**src/rtl/serial_frame_tx_pkg.sv**
```systemverilog
// rtl/serial_frame_tx_pkg.sv - shared constants, FSM encoding and parity helper
package serial_frame_tx_pkg;

  localparam int DATA_WIDTH_DEF = 8;

  localparam logic PAR_EVEN = 1'b0;
  localparam logic PAR_ODD  = 1'b1;

  typedef enum logic [2:0] {
    ST_IDLE   = 3'd0,
    ST_START  = 3'd1,
    ST_DATA   = 3'd2,
    ST_PARITY = 3'd3,
    ST_STOP   = 3'd4,
    ST_GAP    = 3'd5
  } tx_state_t;

  // data_xor is the XOR of all payload bits; odd parity inverts it
  function automatic logic parity_bit(input logic data_xor, input logic typ);
    return data_xor ^ (typ == PAR_ODD);
  endfunction

endpackage

```
**src/rtl/serial_frame_tx_if.sv**
```systemverilog
// rtl/serial_frame_tx_if.sv - result input handshake and serial output bundle
interface serial_frame_tx_if
  import serial_frame_tx_pkg::*;
#(
  parameter int DATA_WIDTH = DATA_WIDTH_DEF,
  parameter int FIFO_DEPTH = 4
);

  logic [DATA_WIDTH-1:0]       IN_DATA;
  logic                        IN_VALID;
  logic                        IN_READY;
  logic                        PAR_EN;
  logic                        PAR_TYP;
  logic                        SYS_OUT;
  logic                        SYS_VLD;
  logic                        FRAME_DONE;
  logic [$clog2(FIFO_DEPTH):0] FIFO_COUNT;

  modport master (
    output IN_DATA, IN_VALID, PAR_EN, PAR_TYP,
    input  IN_READY, SYS_OUT, SYS_VLD, FRAME_DONE, FIFO_COUNT
  );

  modport slave (
    input  IN_DATA, IN_VALID, PAR_EN, PAR_TYP,
    output IN_READY, SYS_OUT, SYS_VLD, FRAME_DONE, FIFO_COUNT
  );

endinterface

```
**src/rtl/serial_frame_tx_fifo.sv**
```systemverilog
// rtl/serial_frame_tx_fifo.sv - tx_sync_fifo, count-based synchronous FIFO with fall-through head
module tx_sync_fifo #(
  parameter int WIDTH = 8,
  parameter int DEPTH = 4
) (
  input  logic                     clk,
  input  logic                     rst_n,
  input  logic                     push,
  input  logic [WIDTH-1:0]         wdata,
  input  logic                     pop,
  output logic [WIDTH-1:0]         rdata,
  output logic                     full,
  output logic                     empty,
  output logic [$clog2(DEPTH):0]   count
);

  localparam int AW = $clog2(DEPTH);
  localparam logic [AW:0] DEPTH_C = (AW+1)'(DEPTH);

  logic [WIDTH-1:0] mem [DEPTH];
  logic [AW-1:0]    wr_ptr;
  logic [AW-1:0]    rd_ptr;
  logic             do_push;
  logic             do_pop;

  assign full    = (count == DEPTH_C);
  assign empty   = (count == '0);
  assign do_push = push && !full;
  assign do_pop  = pop && !empty;
  assign rdata   = mem[rd_ptr];

  always_ff @(posedge clk) begin
    if (do_push) begin
      mem[wr_ptr] <= wdata;
    end
  end

  // Pointers wrap naturally because DEPTH is a power of two
  always_ff @(posedge clk or negedge rst_n) begin
    if (!rst_n) begin
      wr_ptr <= '0;
      rd_ptr <= '0;
      count  <= '0;
    end else begin
      if (do_push) wr_ptr <= wr_ptr + 1'b1;
      if (do_pop)  rd_ptr <= rd_ptr + 1'b1;
      case ({do_push, do_pop})
        2'b10:   count <= count + 1'b1;
        2'b01:   count <= count - 1'b1;
        default: count <= count;
      endcase
    end
  end

endmodule

```
**src/rtl/serial_frame_tx.sv**
```systemverilog
// rtl/serial_frame_tx.sv - buffered serial frame transmitter (start, LSB-first data, parity, stop)
module serial_frame_tx
  import serial_frame_tx_pkg::*;
#(
  parameter int DATA_WIDTH = DATA_WIDTH_DEF,
  parameter int FIFO_DEPTH = 4
) (
  input  logic             CLK,
  input  logic             RST,
  serial_frame_tx_if.slave bus
);

  localparam int CW = (DATA_WIDTH > 1) ? $clog2(DATA_WIDTH) : 1;
  localparam logic [CW-1:0] LAST_BIT = CW'(DATA_WIDTH - 1);

  tx_state_t             state;
  logic [DATA_WIDTH-1:0] shift;
  logic [CW-1:0]         bit_cnt;
  logic                  par_en_q;
  logic                  par_bit_q;
  logic                  sys_out_q;
  logic                  sys_vld_q;
  logic                  frame_done_q;

  logic [DATA_WIDTH-1:0] fifo_rdata;
  logic                  fifo_full;
  logic                  fifo_empty;
  logic                  fifo_pop;

  assign fifo_pop = (state == ST_IDLE) && !fifo_empty;

  tx_sync_fifo #(
    .WIDTH (DATA_WIDTH),
    .DEPTH (FIFO_DEPTH)
  ) u_fifo (
    .clk   (CLK),
    .rst_n (RST),
    .push  (bus.IN_VALID),
    .wdata (bus.IN_DATA),
    .pop   (fifo_pop),
    .rdata (fifo_rdata),
    .full  (fifo_full),
    .empty (fifo_empty),
    .count (bus.FIFO_COUNT)
  );

  assign bus.IN_READY   = !fifo_full;
  assign bus.SYS_OUT    = sys_out_q;
  assign bus.SYS_VLD    = sys_vld_q;
  assign bus.FRAME_DONE = frame_done_q;

  // state names the bit currently on the line; each edge registers the next bit
  always_ff @(posedge CLK or negedge RST) begin
    if (!RST) begin
      state        <= ST_IDLE;
      shift        <= '0;
      bit_cnt      <= '0;
      par_en_q     <= 1'b0;
      par_bit_q    <= 1'b0;
      sys_out_q    <= 1'b1;
      sys_vld_q    <= 1'b0;
      frame_done_q <= 1'b0;
    end else begin
      case (state)
        ST_IDLE: begin
          if (!fifo_empty) begin
            shift     <= fifo_rdata;
            par_en_q  <= bus.PAR_EN;
            par_bit_q <= parity_bit(^fifo_rdata, bus.PAR_TYP);
            sys_out_q <= 1'b0;
            sys_vld_q <= 1'b1;
            state     <= ST_START;
          end
        end
        ST_START: begin
          sys_out_q <= shift[0];
          shift     <= shift >> 1;
          bit_cnt   <= '0;
          state     <= ST_DATA;
        end
        ST_DATA: begin
          if (bit_cnt == LAST_BIT) begin
            if (par_en_q) begin
              sys_out_q <= par_bit_q;
              state     <= ST_PARITY;
            end else begin
              sys_out_q    <= 1'b1;
              frame_done_q <= 1'b1;
              state        <= ST_STOP;
            end
          end else begin
            sys_out_q <= shift[0];
            shift     <= shift >> 1;
            bit_cnt   <= bit_cnt + 1'b1;
          end
        end
        ST_PARITY: begin
          sys_out_q    <= 1'b1;
          frame_done_q <= 1'b1;
          state        <= ST_STOP;
        end
        ST_STOP: begin
          sys_out_q    <= 1'b1;
          sys_vld_q    <= 1'b0;
          frame_done_q <= 1'b0;
          state        <= ST_GAP;
        end
        ST_GAP: begin
          state <= ST_IDLE;
        end
        default: begin
          sys_out_q    <= 1'b1;
          sys_vld_q    <= 1'b0;
          frame_done_q <= 1'b0;
          state        <= ST_IDLE;
        end
      endcase
    end
  end

endmodule

```
**src/flat_wrapper.sv**
```systemverilog
// flat-port wrapper written by rule: the top's interface ports become plain ports
module serial_frame_tx_flat import serial_frame_tx_pkg::*;
#(
  parameter int DATA_WIDTH = DATA_WIDTH_DEF,
  parameter int FIFO_DEPTH = 4
)
  (CLK, RST, bus_IN_DATA, bus_IN_VALID, bus_PAR_EN, bus_PAR_TYP, bus_IN_READY, bus_SYS_OUT, bus_SYS_VLD, bus_FRAME_DONE, bus_FIFO_COUNT);
  serial_frame_tx_if #(.DATA_WIDTH(DATA_WIDTH), .FIFO_DEPTH(FIFO_DEPTH)) bus_i ();
  input  logic CLK;
  input  logic RST;
  input wire logic [$bits(bus_i.IN_DATA)-1:0] bus_IN_DATA;
  input wire logic [$bits(bus_i.IN_VALID)-1:0] bus_IN_VALID;
  input wire logic [$bits(bus_i.PAR_EN)-1:0] bus_PAR_EN;
  input wire logic [$bits(bus_i.PAR_TYP)-1:0] bus_PAR_TYP;
  output wire logic [$bits(bus_i.IN_READY)-1:0] bus_IN_READY;
  output wire logic [$bits(bus_i.SYS_OUT)-1:0] bus_SYS_OUT;
  output wire logic [$bits(bus_i.SYS_VLD)-1:0] bus_SYS_VLD;
  output wire logic [$bits(bus_i.FRAME_DONE)-1:0] bus_FRAME_DONE;
  output wire logic [$bits(bus_i.FIFO_COUNT)-1:0] bus_FIFO_COUNT;
  assign bus_i.IN_DATA = bus_IN_DATA;
  assign bus_i.IN_VALID = bus_IN_VALID;
  assign bus_i.PAR_EN = bus_PAR_EN;
  assign bus_i.PAR_TYP = bus_PAR_TYP;
  assign bus_IN_READY = bus_i.IN_READY;
  assign bus_SYS_OUT = bus_i.SYS_OUT;
  assign bus_SYS_VLD = bus_i.SYS_VLD;
  assign bus_FRAME_DONE = bus_i.FRAME_DONE;
  assign bus_FIFO_COUNT = bus_i.FIFO_COUNT;
  serial_frame_tx #(.DATA_WIDTH(DATA_WIDTH), .FIFO_DEPTH(FIFO_DEPTH)) u_core (.CLK(CLK), .RST(RST), .bus(bus_i));
endmodule
```
**config.mk**
```make
export PLATFORM = sky130hd
export DESIGN_NAME = serial_frame_tx_flat
export DESIGN_NICKNAME = d
export VERILOG_FILES = /design/src/rtl/serial_frame_tx_pkg.sv /design/src/rtl/serial_frame_tx_if.sv /design/src/rtl/serial_frame_tx_fifo.sv /design/src/rtl/serial_frame_tx.sv /design/src/flat_wrapper.sv
export SDC_FILE = /design/constraint.sdc
export NUM_CORES = 1
export LEC_CHECK = 0
export ABC_AREA = 1
export BUFFER_PORTS_ARGS = -buffer_cell sky130_fd_sc_hd__buf_2
export CAP_MARGIN = 30
export CELL_PAD_IN_SITES_DETAIL_PLACEMENT = 0
export CELL_PAD_IN_SITES_GLOBAL_PLACEMENT = 1
export CORE_MARGIN = 1.5
export CORE_UTILIZATION = 30
export CTS_BUF_LIST = sky130_fd_sc_hd__clkbuf_4
export CTS_CLUSTER_SIZE = 24
export DETAILED_ROUTE_END_ITERATION = 10
export HOLD_SLACK_MARGIN = 0.03
export PLACE_DENSITY = 0.63
export SLEW_MARGIN = 20
export SYNTH_ARGS = -nofsm -noshare
export SYNTH_HDL_FRONTEND = slang
export SYNTH_SLANG_ARGS = --single-unit
```
**constraint.sdc**
```tcl
create_clock -name CLK -period 4.15 [get_ports CLK]
set_clock_uncertainty 0.2 [all_clocks]
set_input_delay 1.245 -clock CLK [delete_from_list [all_inputs] [get_ports CLK]]
set_output_delay 1.245 -clock CLK [all_outputs]
set_load 0.01 [all_outputs]
```
# Yosys cells after proc, flatten, opt, wreduce, memory -nomap -nowiden
# Memories as Yosys holds them, arrays and structs flattened.
# Cells that the tools add are included.
[word_totals]
regBits = 26
ramBits = 32
inputBits = 13
out_inout_bits = 7
word_cells = 76
n_memories = 1
[op_classes]
addsub = 5
n_eq_ne = 13
muxes = 21
bitwise = 5
n_reduce_logical = 20
[mem_list]
columns = ["memory", "words", "word_bits", "rd", "rd_ports_with_merged_regs", "wr", "line", "text"]
rows = [
  ["u_core.u_fifo.mem", 4, 8, 1, 0, 1, "serial_frame_tx_fifo.sv:20", "logic [WIDTH-1:0] mem [DEPTH];"],
]
[ops]
columns = ["operator", "n"]
rows = [
  ["$pmux 8 s3", 1],
  ["$mux 8", 2],
  ["$pmux 3 s5", 1],
  ["$eq 3x3->1 const B", 4],
  ["$mux 3", 4],
  ["$pmux 3 s2", 2],
  ["$reduce_and 2->1", 5],
  ["$mux 1", 8],
  ["$reduce_xor 8->1", 1],
  ["$add 3x1->3 const B", 2],
  ["$eq 3x2->1 const B", 2],
  ["$logic_not 3->1", 2],
  ["$ne 2x2->1 const B", 3],
  ["$reduce_and 3->1", 2],
  ["$add 2x1->2 const B", 2],
  ["$not 1->1", 4],
  ["$pmux 1 s4", 1],
  ["$reduce_bool 2->1", 2],
  ["$reduce_or 4->1", 1],
  ["$eq 3x1->1 const B", 1],
  ["$logic_and 1x1->1", 3],
  ["$pmux 1 s3", 1],
  ["$reduce_bool 3->1", 1],
  ["$reduce_or 3->1", 1],
  ["other kinds (7)", 8],
]

# Depth between registers and ports, before layout
# Gate-level depths: netlist (run 1).
[logic_depth]
word_depth = 6
depth_mapped = 15
mapped_depth_nobuf = 13

# Modules after synthesis
# Synthesis (run 1) repeated with hierarchy kept, for this count alone.
[hier_totals]
cells_unflattened = 307
hier_area_um2 = 2901.5
[by_module_without_submodules]
columns = ["module", "instances", "cells_per_inst", "area_each_um2"]
rows = [
  ["tx_sync_fifo", 1, 154, 1751.7],
  ["serial_frame_tx", 1, 153, 1149.9],
]

# Least setup slack after synthesis (run 1)
# Ideal clock, no wire load.
[synth_timing]
path_type = "input to register"
startpoint = "input bus_IN_VALID"
endpoint = "register u_core.u_fifo.count[2]"
arrival_time_ns = 2.364
required_time_ns = 3.824
slack_ns = 1.460
path_stages = 7
n_path_buf = 0
path_cell_list = "nand2_1 ha_1 inv_1 fa_1 a21oi_1 o21ai_0 xnor2_1"
[synth_via]
elab_chain_cells = 3
elab_cells_between_ends = 5
[synth_rtl]
columns = ["element", "line", "text"]
rows = [
  ["from (decl)", "flat_wrapper.sv:12", "input wire logic [$bits(bus_i.IN_VALID)-1:0] bus_IN_VALID;"],
  ["$logic_and 1x1->1 *", "serial_frame_tx_fifo.sv:28", "assign do_push = push && !full;"],
  ["$eq 2x1->1 or $eq 2x2->1 (tied branches)", "serial_frame_tx_fifo.sv:47", "case ({do_push, do_pop})"],
  ["$pmux 3 s2 or $reduce_bool 2->1 (tied branches)", "--", ""],
  ["to (signal assigned)", "serial_frame_tx_fifo.sv:48", "2'b10: count <= count + 1'b1;"],
  ["to (signal assigned)", "serial_frame_tx_fifo.sv:49", "2'b01: count <= count - 1'b1;"],
  ["to (signal assigned)", "serial_frame_tx_fifo.sv:50", "default: count <= count;"],
  ["to (decl)", "serial_frame_tx_fifo.sv:14", "output logic [$clog2(DEPTH):0] count"],
]
# Mark *: on every way between the ends. The rest lies on a longest branch, timed or not.
# A chain may end at the register's enable or synchronous reset.

# Worst setup path in the final report (run 1)
[layout_timing]
startpoint = "register u_core.u_fifo.count[0]"
endpoint = "output bus_IN_READY"
[layout_via]
elab_chain_cells = 2
[layout_rtl]
columns = ["element", "line", "text"]
rows = [
  ["$eq 3x3->1", "serial_frame_tx_fifo.sv:26", "assign full = (count == DEPTH_C);"],
  ["$logic_not 1->1", "serial_frame_tx.sv:47", "assign bus.IN_READY = !fifo_full;"],
  ["to (decl)", "flat_wrapper.sv:15", "output wire logic [$bits(bus_i.IN_READY)-1:0] bus_IN_READY;"],
]
# Every way passes these cells.

==> impl_metrics.tcl, run 1 <==
set metrics [dict create \
    status "complete, no violations" \
    cts_made_buffers 9 \
    holdWs_ns 0.283 \
    synthesis.area_sq_mm 0.00281 \
    required_ns 2.70 \
    cap_violations 0 \
    nFillCells 931 \
    placed_area_sq_mm 0.00298 \
    ys_seq_area_share_pct 57.3 \
    grt_pass1_wl_mm 9.25 \
    grt_setup_unrepaired "no" \
    clock_tree.root_cell "clkbuf_4" \
    drtAntennaViolNets 0 \
    cp_cell_sequence "inv_1 > nand3_1 > buf_2" \
    grt_usage_pct 11.9 \
    setup_violations 0 \
    die_w_um 99.8 \
    most-common-layout-cells "97 x nand2_1, 32 x edfxtp_1, 25 x dfrtp_1" \
    path_max_fanout 4 \
    drive_above_1_share_pct 18.0 \
    hold_class "reg2reg" \
    cp-start-kind "flop" \
    ios 20 \
    fin_crit_sh_pct 63.1 \
    drc_errors 0 \
    place_congestion 0.743 \
    p_leak_nw 1.44 \
    post_cts_buffers 0 \
    syn_to_final_growth_pct 12.5 \
    tightest_slew_ns 0.717 \
    antenna_found_initial 0 \
    htree_levels 3 \
    critPathCaptureType "output port" \
    cts_resized 0 \
    setup_tns_ns 0 \
    ys_warn_count 0 \
    cts_tree "done" \
    die_area_sq_mm 0.00997 \
    relSlewSlack_pct 52.2 \
    clock.fmax_ghz 0.382 \
    r2r_start "u_core.state[1]" \
    grt_max_degree 27 \
    dieHeight_um 99.8 \
    period_minus_slack_ns 2.62 \
    first_iter_violations 58 \
    cts_max_path_buffers 2 \
    initial_core_util_pct 30.7 \
    wl_per_cell_um 12.2 \
    ys_types 31 \
    avgSynthCellArea_sq_um 9.41 \
    firstDrtPassIters 5 \
    final_common_cell "nand2_1" \
    row_count 35 \
    synth_nets 320 \
    clkTransAtPathRegs_ns 0.11 \
    regArea_sq_mm 0.00161 \
    drt-total-wl_mm 5.37 \
    crit_start "u_core.u_fifo.count[0]" \
    grt_pass1_vias 1885 \
    num_vias 1971 \
    cp.arrival_ns 1.17 \
    vdd_drop_max_mv 0.296 \
    synth-seq-cells 58 \
    hold_start "u_core.bus.SYS_VLD" \
    hpwl_mm 4.04 \
    final_util_pct 34.6 \
    final-hold-violation-count 0 \
    cts_sinks 58 \
    synth_cells 299 \
    multi_input_area_sq_mm 0.00101 \
    slew_viol_final 0 \
    design_area_sq_mm 0.00316 \
    viasPerCell 4.49 \
    hold_buffers 0 \
    crit_slowest_cell "dfrtp_1" \
    overflow 0 \
    clock_latency_ns 0.39 \
    critPathKind "reg2out" \
    antenna_cells 0 \
    max_stage_delay_ns 0.43 \
    p_per_area_mw_per_mm2 828 \
    io_buffers 19 \
    core_area_sq_mm 0.00915 \
    nNetsFinal 344 \
]
-- synthesized netlist by cell type --
master    count  area [sq um]
inv_8         1          11.3
nand2_1      97           364
nor2_2        4          25.0
nor3_1        2          10.0
nand4_1       1          6.26
buf_2         1          5.00
buf_4         2          15.0
a22o_1        2          17.5
nand3_1      22           110
dfrtp_1      25           626
edfxtp_1     32           961
a21oi_1      20           100
buf_6         2          22.5
o21a_1        1          7.51
inv_2         7          26.3
o21ai_0       6          30.0
nor2_4        1          11.3
buf_12        1          20.0
nor2_1       16          60.1
nand3_2       1          10.0
o211ai_1      1          7.51
nand2_2      10          62.6
fa_1          1          20.0
dfstp_2       1          26.3
o31ai_1       1          7.51
a21oi_2       1          8.76
xor2_1        3          26.3
xnor2_1       2          17.5
o21ai_1       4          20.0
inv_1        24          90.1
ha_1          7          87.6
-- through the flow --
stage | total power, mW | instances | setup WS [ns]
after detailed placement | 2.15 | 423 | 1.20
final | 2.62 | 439 | 1.53
after floorplan | 1.92 | 299 | 1.46
after global placement | 2.13 | 423 | 1.25
after global routing | 2.90 | 439 | 1.46
after CTS | 2.67 | 439 | 1.50
-- logic make-up after synthesis --
| group | share of synthesized area (%) |
|---|---|
| flops | 57.3 |
| compound gates | 7.07 |
| fa+ha+maj | 3.83 |
| buf+inv | 6.76 |
| simple gates | 23.4 |
| xor+xnor | 1.56 |
-- layer usage --
metal	track usage [%]	wire length, um	share of wire (%)	up-vias
li1	-	-	-	1024
met1	15.9	2730	51	918
met2	18.4	2430	45	21
met3	2.72	105	2.0	8
met4	5.53	94	1.8	0
met5	0	0	0	-
-- final timing paths --
path / slack, ns / end / depth (start not counted)
setup / recovery: 1.53 / bus_IN_READY / 3
hold / removal: 0.28 / u_core.bus.SYS_VLD / 2
setup reg to reg: 1.69 / u_core.u_fifo.count[2] / 11
hold reg to reg: 0.28 / u_core.bus.SYS_VLD / 2
max in group asynchronous: 2.68 / u_core.shift[3] / 1
min in group asynchronous: 0.65 / u_core.state[1] / 1
-- critical path, delay by kind of cell, from the launching register on --
| family | cells | cell delay (ns) |
|---|---|---|
| buffers and inverters | 2 | 0.26 |
| flip-flops | 1 | 0.43 |
| AND/OR/NAND/NOR | 1 | 0.09 |
-- sequential cells by signal (all words and copies together) (netlist names), 2 cells and up --
| register | flops |
|---|---|
| u_core.u_fifo.count | 3 |
| u_core.u_fifo.wr_ptr | 2 |
| u_core.u_fifo.rd_ptr | 2 |
| u_core.bit_cnt | 3 |
| u_core.u_fifo.mem | 32 |
| u_core.shift | 8 |
| u_core.state | 3 |
-- final cells by class --
cell class / instances / share of cell area [%]
repair buffers: 19 / 3.01
multi-input cells: 203 / 31.9
clock inverters: 6 / 3.32
inverters: 32 / 4.03
well taps: 111 / 4.39
flip-flops and latches: 58 / 51.0
clock buffers: 10 / 2.37
-- report_power, final --
group	total (mW)	switching (mW)	leakage (nW)	internal [mW]
combinational	1.14	0.735	0.738	0.404
clock	0.517	0.208	0.0917	0.308
sequential	0.966	0.150	0.607	0.816
Power figures use the tool's default switching activity.
==> inputs of run 2 (changes only) <==
clock period = 2.5 ns   (was 4.15 ns; I/O delays follow)
==> run 2 against run 1 <==
Compared with the run above: sequential share of layout area shrank 1.3 points; highest routed layer unchanged; largest power group unchanged; final area grew 2.5%; die area is the same; sequential power grew 60%; setup slack lost 1.3 ns; combinational power grew 82%; first-iteration DRC count grew 24%; total power grew 71%; clock power grew 66%; sequential cell count is the same.
==> impl_metrics.tcl, run 2 (synthesis results as in run 1) <==
set metrics [dict create \
    status "complete, no violations" \
    row_count 35 \
    relSlewSlack_pct 60.7 \
    final-hold-violation-count 0 \
    first_iter_violations 72 \
    tightest_slew_ns 0.590 \
    grt_max_degree 27 \
    top_register "u_core.u_fifo.mem" \
    internal_power_mw 2.64 \
    fin_crit_sh_pct 91.4 \
    drtAntennaViolNets 0 \
    reg_top3 "u_core.u_fifo.mem x32, u_core.shift x8" \
    holdWs_ns 0.147 \
    cap_violations 0 \
    firstDrtPassIters 4 \
    final_common_cell "nand2_1" \
    setup_tns_ns 0 \
    cts_resized 0 \
    drive_above_1_share_pct 20.7 \
    grt_usage_pct 11.4 \
    cts_made_buffers 9 \
    critPathCaptureType "flop" \
    power_switching_share_pct 41.3 \
    period_minus_slack_ns 2.28 \
    required_ns 2.57 \
    p_per_area_mw_per_mm2 1390 \
    cp-start-kind "flop" \
    grt_pass1_vias 1858 \
    critPathKind "reg2reg" \
    cts_tree "done" \
    worstRegToRegCells 11 \
    slew_viol_final 0 \
    power.switching_mw 1.86 \
    initial_core_util_pct 30.7 \
    multi_input_area_sq_mm 0.00101 \
    regArea_sq_mm 0.00161 \
    die_area_sq_mm 0.00997 \
    drt-total-wl_mm 5.35 \
    post_cts_buffers 0 \
    num_vias 2025 \
    place_congestion 0.772 \
    largest_reg_flops 32 \
    p_leak_nw 1.49 \
    syn_to_final_growth_pct 15.3 \
    clock_latency_ns 0.39 \
    ios 20 \
    dieHeight_um 99.8 \
    cts_max_path_buffers 2 \
    wl_per_cell_um 11.9 \
    nNetsFinal 354 \
    die_w_um 99.8 \
    power_frac_comb_pct 46.3 \
    overflow 0 \
    hpwl_mm 3.87 \
    clock_tree.root_cell "clkbuf_4" \
    hold_buffers 0 \
    core_area_sq_mm 0.00915 \
    antenna_found_initial 0 \
    drc_errors 0 \
    antenna_cells 0 \
    path_max_fanout 4 \
    final_util_pct 35.4 \
    clock.fmax_ghz 0.438 \
    clkTransAtPathRegs_ns 0.11 \
    htree_levels 3 \
    p_clk_share_pct 19.1 \
    viasPerCell 4.51 \
    setup_violations 0 \
    grt_setup_unrepaired "no" \
    io_buffers 19 \
    hold_class "in2async" \
    p_seq_share_pct 34.6 \
    most-common-layout-cells "97 x nand2_1, 32 x edfxtp_1, 25 x dfrtp_1" \
    cp.arrival_ns 2.35 \
    vdd_drop_max_mv 0.456 \
    grt_pass1_wl_mm 8.74 \
    nFillCells 930 \
    cts_sinks 58 \
]
-- run 2: cell type report --
| type | instances | area share [%] |
|---|---|---|
| Tap cell | 111 | 4.28 |
| Multi-Input combinational cell | 203 | 31.1 |
| Clock buffer | 11 | 2.55 |
| Timing Repair Buffer | 29 | 5.24 |
| Sequential cell | 58 | 49.7 |
| Clock inverter | 5 | 3.16 |
| Inverter | 32 | 3.93 |
-- run 2: final timing paths --
check	startpoint	end	slack, ns
hold / removal	RST	u_core.bus.FRAME_DONE	0.15
min in group CLK	u_core.bus.SYS_VLD	u_core.bus.SYS_VLD	0.28
setup / recovery	u_core.state[1]	u_core.u_fifo.count[2]	0.22
max in group asynchronous	RST	u_core.u_fifo.rd_ptr[1]	1.55
setup reg to reg	u_core.state[1]	u_core.u_fifo.count[2]	0.22
hold reg to reg	u_core.bus.SYS_VLD	u_core.bus.SYS_VLD	0.28
-- run 2: routing by layer --
| metal | wire length, um | GRT usage, % |
|---|---|---|
| met3 | 192 | 3.13 |
| met4 | 60 | 4.55 |
| met5 | 0 | 0 |
| met2 | 2630 | 18.9 |
| met1 | 2470 | 14.2 |
-- run 2: power by group through the flow --
stage               clock network [mW]  registers (mW)  logic, mW
global placement                     0            1.57       2.09
finish                           0.858            1.55       2.08
CTS                              0.884            1.56       2.12
global route                     0.928            1.60       2.39
floorplan                            0            1.53       1.64
detailed placement                   0            1.58       2.11
-- run 2: metrics by stage --
step | worst slack [ns] | instance area, sq um | cells | total power [mW]
detailed placement | 0.244 | 3060 | 433 | 3.69
global placement | 0.282 | 3060 | 433 | 3.66
CTS | 0.203 | 3240 | 449 | 4.56
finish | 0.215 | 3240 | 449 | 4.50
global route | 0.0160 | 3240 | 449 | 4.92
floorplan | 0.254 | 2810 | 299 | 3.18
-- run 2: critical path, stage by stage (launching register included) --
cell     delay [ns]
dfrtp_1        0.43
nor2_2         0.18
inv_2          0.05
nor2_1         0.11
inv_2          0.07
nor2_2         0.12
ha_1           0.16
inv_1          0.07
fa_1           0.38
a21oi_1        0.14
o21ai_0        0.11
xnor2_1        0.13
==> inputs of run 3 (changes only) <==
CAP_MARGIN = 15   (was 30)
CTS_BUF_LIST = sky130_fd_sc_hd__clkbuf_4 sky130_fd_sc_hd__clkbuf_8   (was sky130_fd_sc_hd__clkbuf_4)
==> run 3 against run 2 <==
Compared with the run above: via count about the same; critical path depth unchanged; wire length about the same; total power up 4.1%; core utilization up 0.62 points; global-route usage up 0.19 points; hold slack better by 0.059 ns; sequential share of layout area down 0.85 points; critical path type unchanged.
==> impl_metrics.tcl, run 3 (synthesis results as in run 1) <==
set metrics [dict create \
    core_area_sq_mm 0.00915 \
    row_count 35 \
    design_area_sq_mm 0.00330 \
    final_common_cell "nand2_1" \
    grt_pass1_wl_mm 8.84 \
    hpwl_mm 3.87 \
    place_congestion 0.772 \
    wl_per_cell_um 11.9 \
    drtAntennaViolNets 0 \
    status "complete, no violations" \
    dieHeight_um 99.8 \
    num_vias 2023 \
    crit_slowest_cell "dfrtp_1" \
    antenna_found_initial 0 \
    path_max_fanout 4 \
    clock.fmax_ghz 0.440 \
    cp.arrival_ns 2.29 \
    final.setup.worst_slack_ns 0.229 \
    grt_usage_pct 11.6 \
    cts_tree "done" \
    firstDrtPassIters 4 \
    viasPerCell 4.51 \
    tightest_slew_ns 0.590 \
    p_per_area_mw_per_mm2 1420 \
    nFillCells 925 \
    period_minus_slack_ns 2.27 \
    clock_latency_ns 0.34 \
    initial_core_util_pct 30.7 \
    critPathCaptureType "flop" \
    grt_pass1_vias 1872 \
    holdWs_ns 0.206 \
    htree_levels 3 \
    critPathKind "reg2reg" \
    first_iter_violations 79 \
    place_ws_ns 0.244 \
    grt_max_degree 27 \
    setup_violations 0 \
    hold_class "in2async" \
    post_cts_buffers 0 \
    cts_max_path_buffers 2 \
    die_area_sq_mm 0.00997 \
    grt_setup_unrepaired "no" \
    clkTransAtPathRegs_ns 0.07 \
    fin_crit_sh_pct 90.9 \
    final_util_pct 36.1 \
    hold_buffers 0 \
    drc_errors 0 \
    syn_to_final_growth_pct 17.3 \
    overflow 0 \
    clock_tree.root_cell "clkbuf_8" \
    drt-total-wl_mm 5.35 \
    nNetsFinal 354 \
    placed_area_sq_mm 0.00306 \
    setup_tns_ns 0 \
    reg_top3 "u_core.u_fifo.mem x32, u_core.shift x8" \
    finalPower_mw 4.68 \
    cp-start-kind "flop" \
    io_buffers 19 \
    max_stage_delay_ns 0.41 \
    die_w_um 99.8 \
    cp_cell_sequence "nor2_2 > inv_2 > nor2_1 > inv_2 > nor2_2 > ha_1 > inv_1 > fa_1 > a21oi_1 > o21ai_0 > xnor2_1" \
    largest_reg_flops 32 \
    slew_viol_final 0 \
    most-common-layout-cells "97 x nand2_1, 32 x edfxtp_1, 25 x dfrtp_1" \
    drive_above_1_share_pct 20.7 \
    cts_made_buffers 9 \
    cts_resized 0 \
    p_leak_nw 1.52 \
    cts_sinks 58 \
    cap_violations 0 \
    vdd_drop_max_mv 0.482 \
    crit_family "adder cells" \
    ios 20 \
    dp_cells 433 \
    antenna_cells 0 \
    layoutNonFillerInstCount 449 \
    required_ns 2.52 \
    final-hold-violation-count 0 \
    top_register "u_core.u_fifo.mem" \
    worstPathBufferInverterCount 3 \
    relSlewSlack_pct 60.7 \
]
==> run 3: cell types whose count changed in the layout (fill, tap and decap cells not counted) <==
cell / before / now
clkbuf_8: 0 / 9
clkbuf_4: 11 / 2
==> run 3: area by class of cell <==
cell class	instances	area [sq um]	share of cell area, %
flip-flops and latches	58	1610	48.9
multi-input cells	203	1010	30.6
repair buffers	29	170	5.16
clock buffers	11	139	4.21
well taps	111	139	4.21
inverters	32	128	3.87
clock inverters	5	103	3.11
==> run 3: power breakdown <==
group          internal, mW  switching (mW)
Combinational         0.756            1.32
Sequential             1.36           0.201
Clock                 0.683           0.365
==> run 3: layer usage <==
layer	wire [um]	track usage (%)	vias to the layer above
li1	-	-	1037
met1	2460	14.5	938
met2	2580	18.8	38
met3	188	2.99	10
met4	130	5.85	0
met5	0	0	-
==> run 3: worst reg2reg max path, delay by kind of cell (launching register included) <==
family	cells	cell delay [ns]
compound gates	2	0.25
fa+ha+maj	2	0.54
buf+inv	3	0.19
flops	1	0.41
simple gates	3	0.41
xor+xnor	1	0.13
==> run 3: worst paths after layout <==
path | to | start | slack, ns | depth (start not counted)
max in group asynchronous | u_core.u_fifo.rd_ptr[0] | RST | 1.49 | 1
setup / recovery | u_core.u_fifo.count[2] | u_core.state[1] | 0.23 | 11
hold reg to reg | u_core.bus.SYS_VLD | u_core.bus.SYS_VLD | 0.27 | 2
hold / removal | u_core.bus.FRAME_DONE | RST | 0.21 | 1
setup reg to reg | u_core.u_fifo.count[2] | u_core.state[1] | 0.23 | 11
min in group CLK | u_core.bus.SYS_VLD | u_core.bus.SYS_VLD | 0.27 | 2
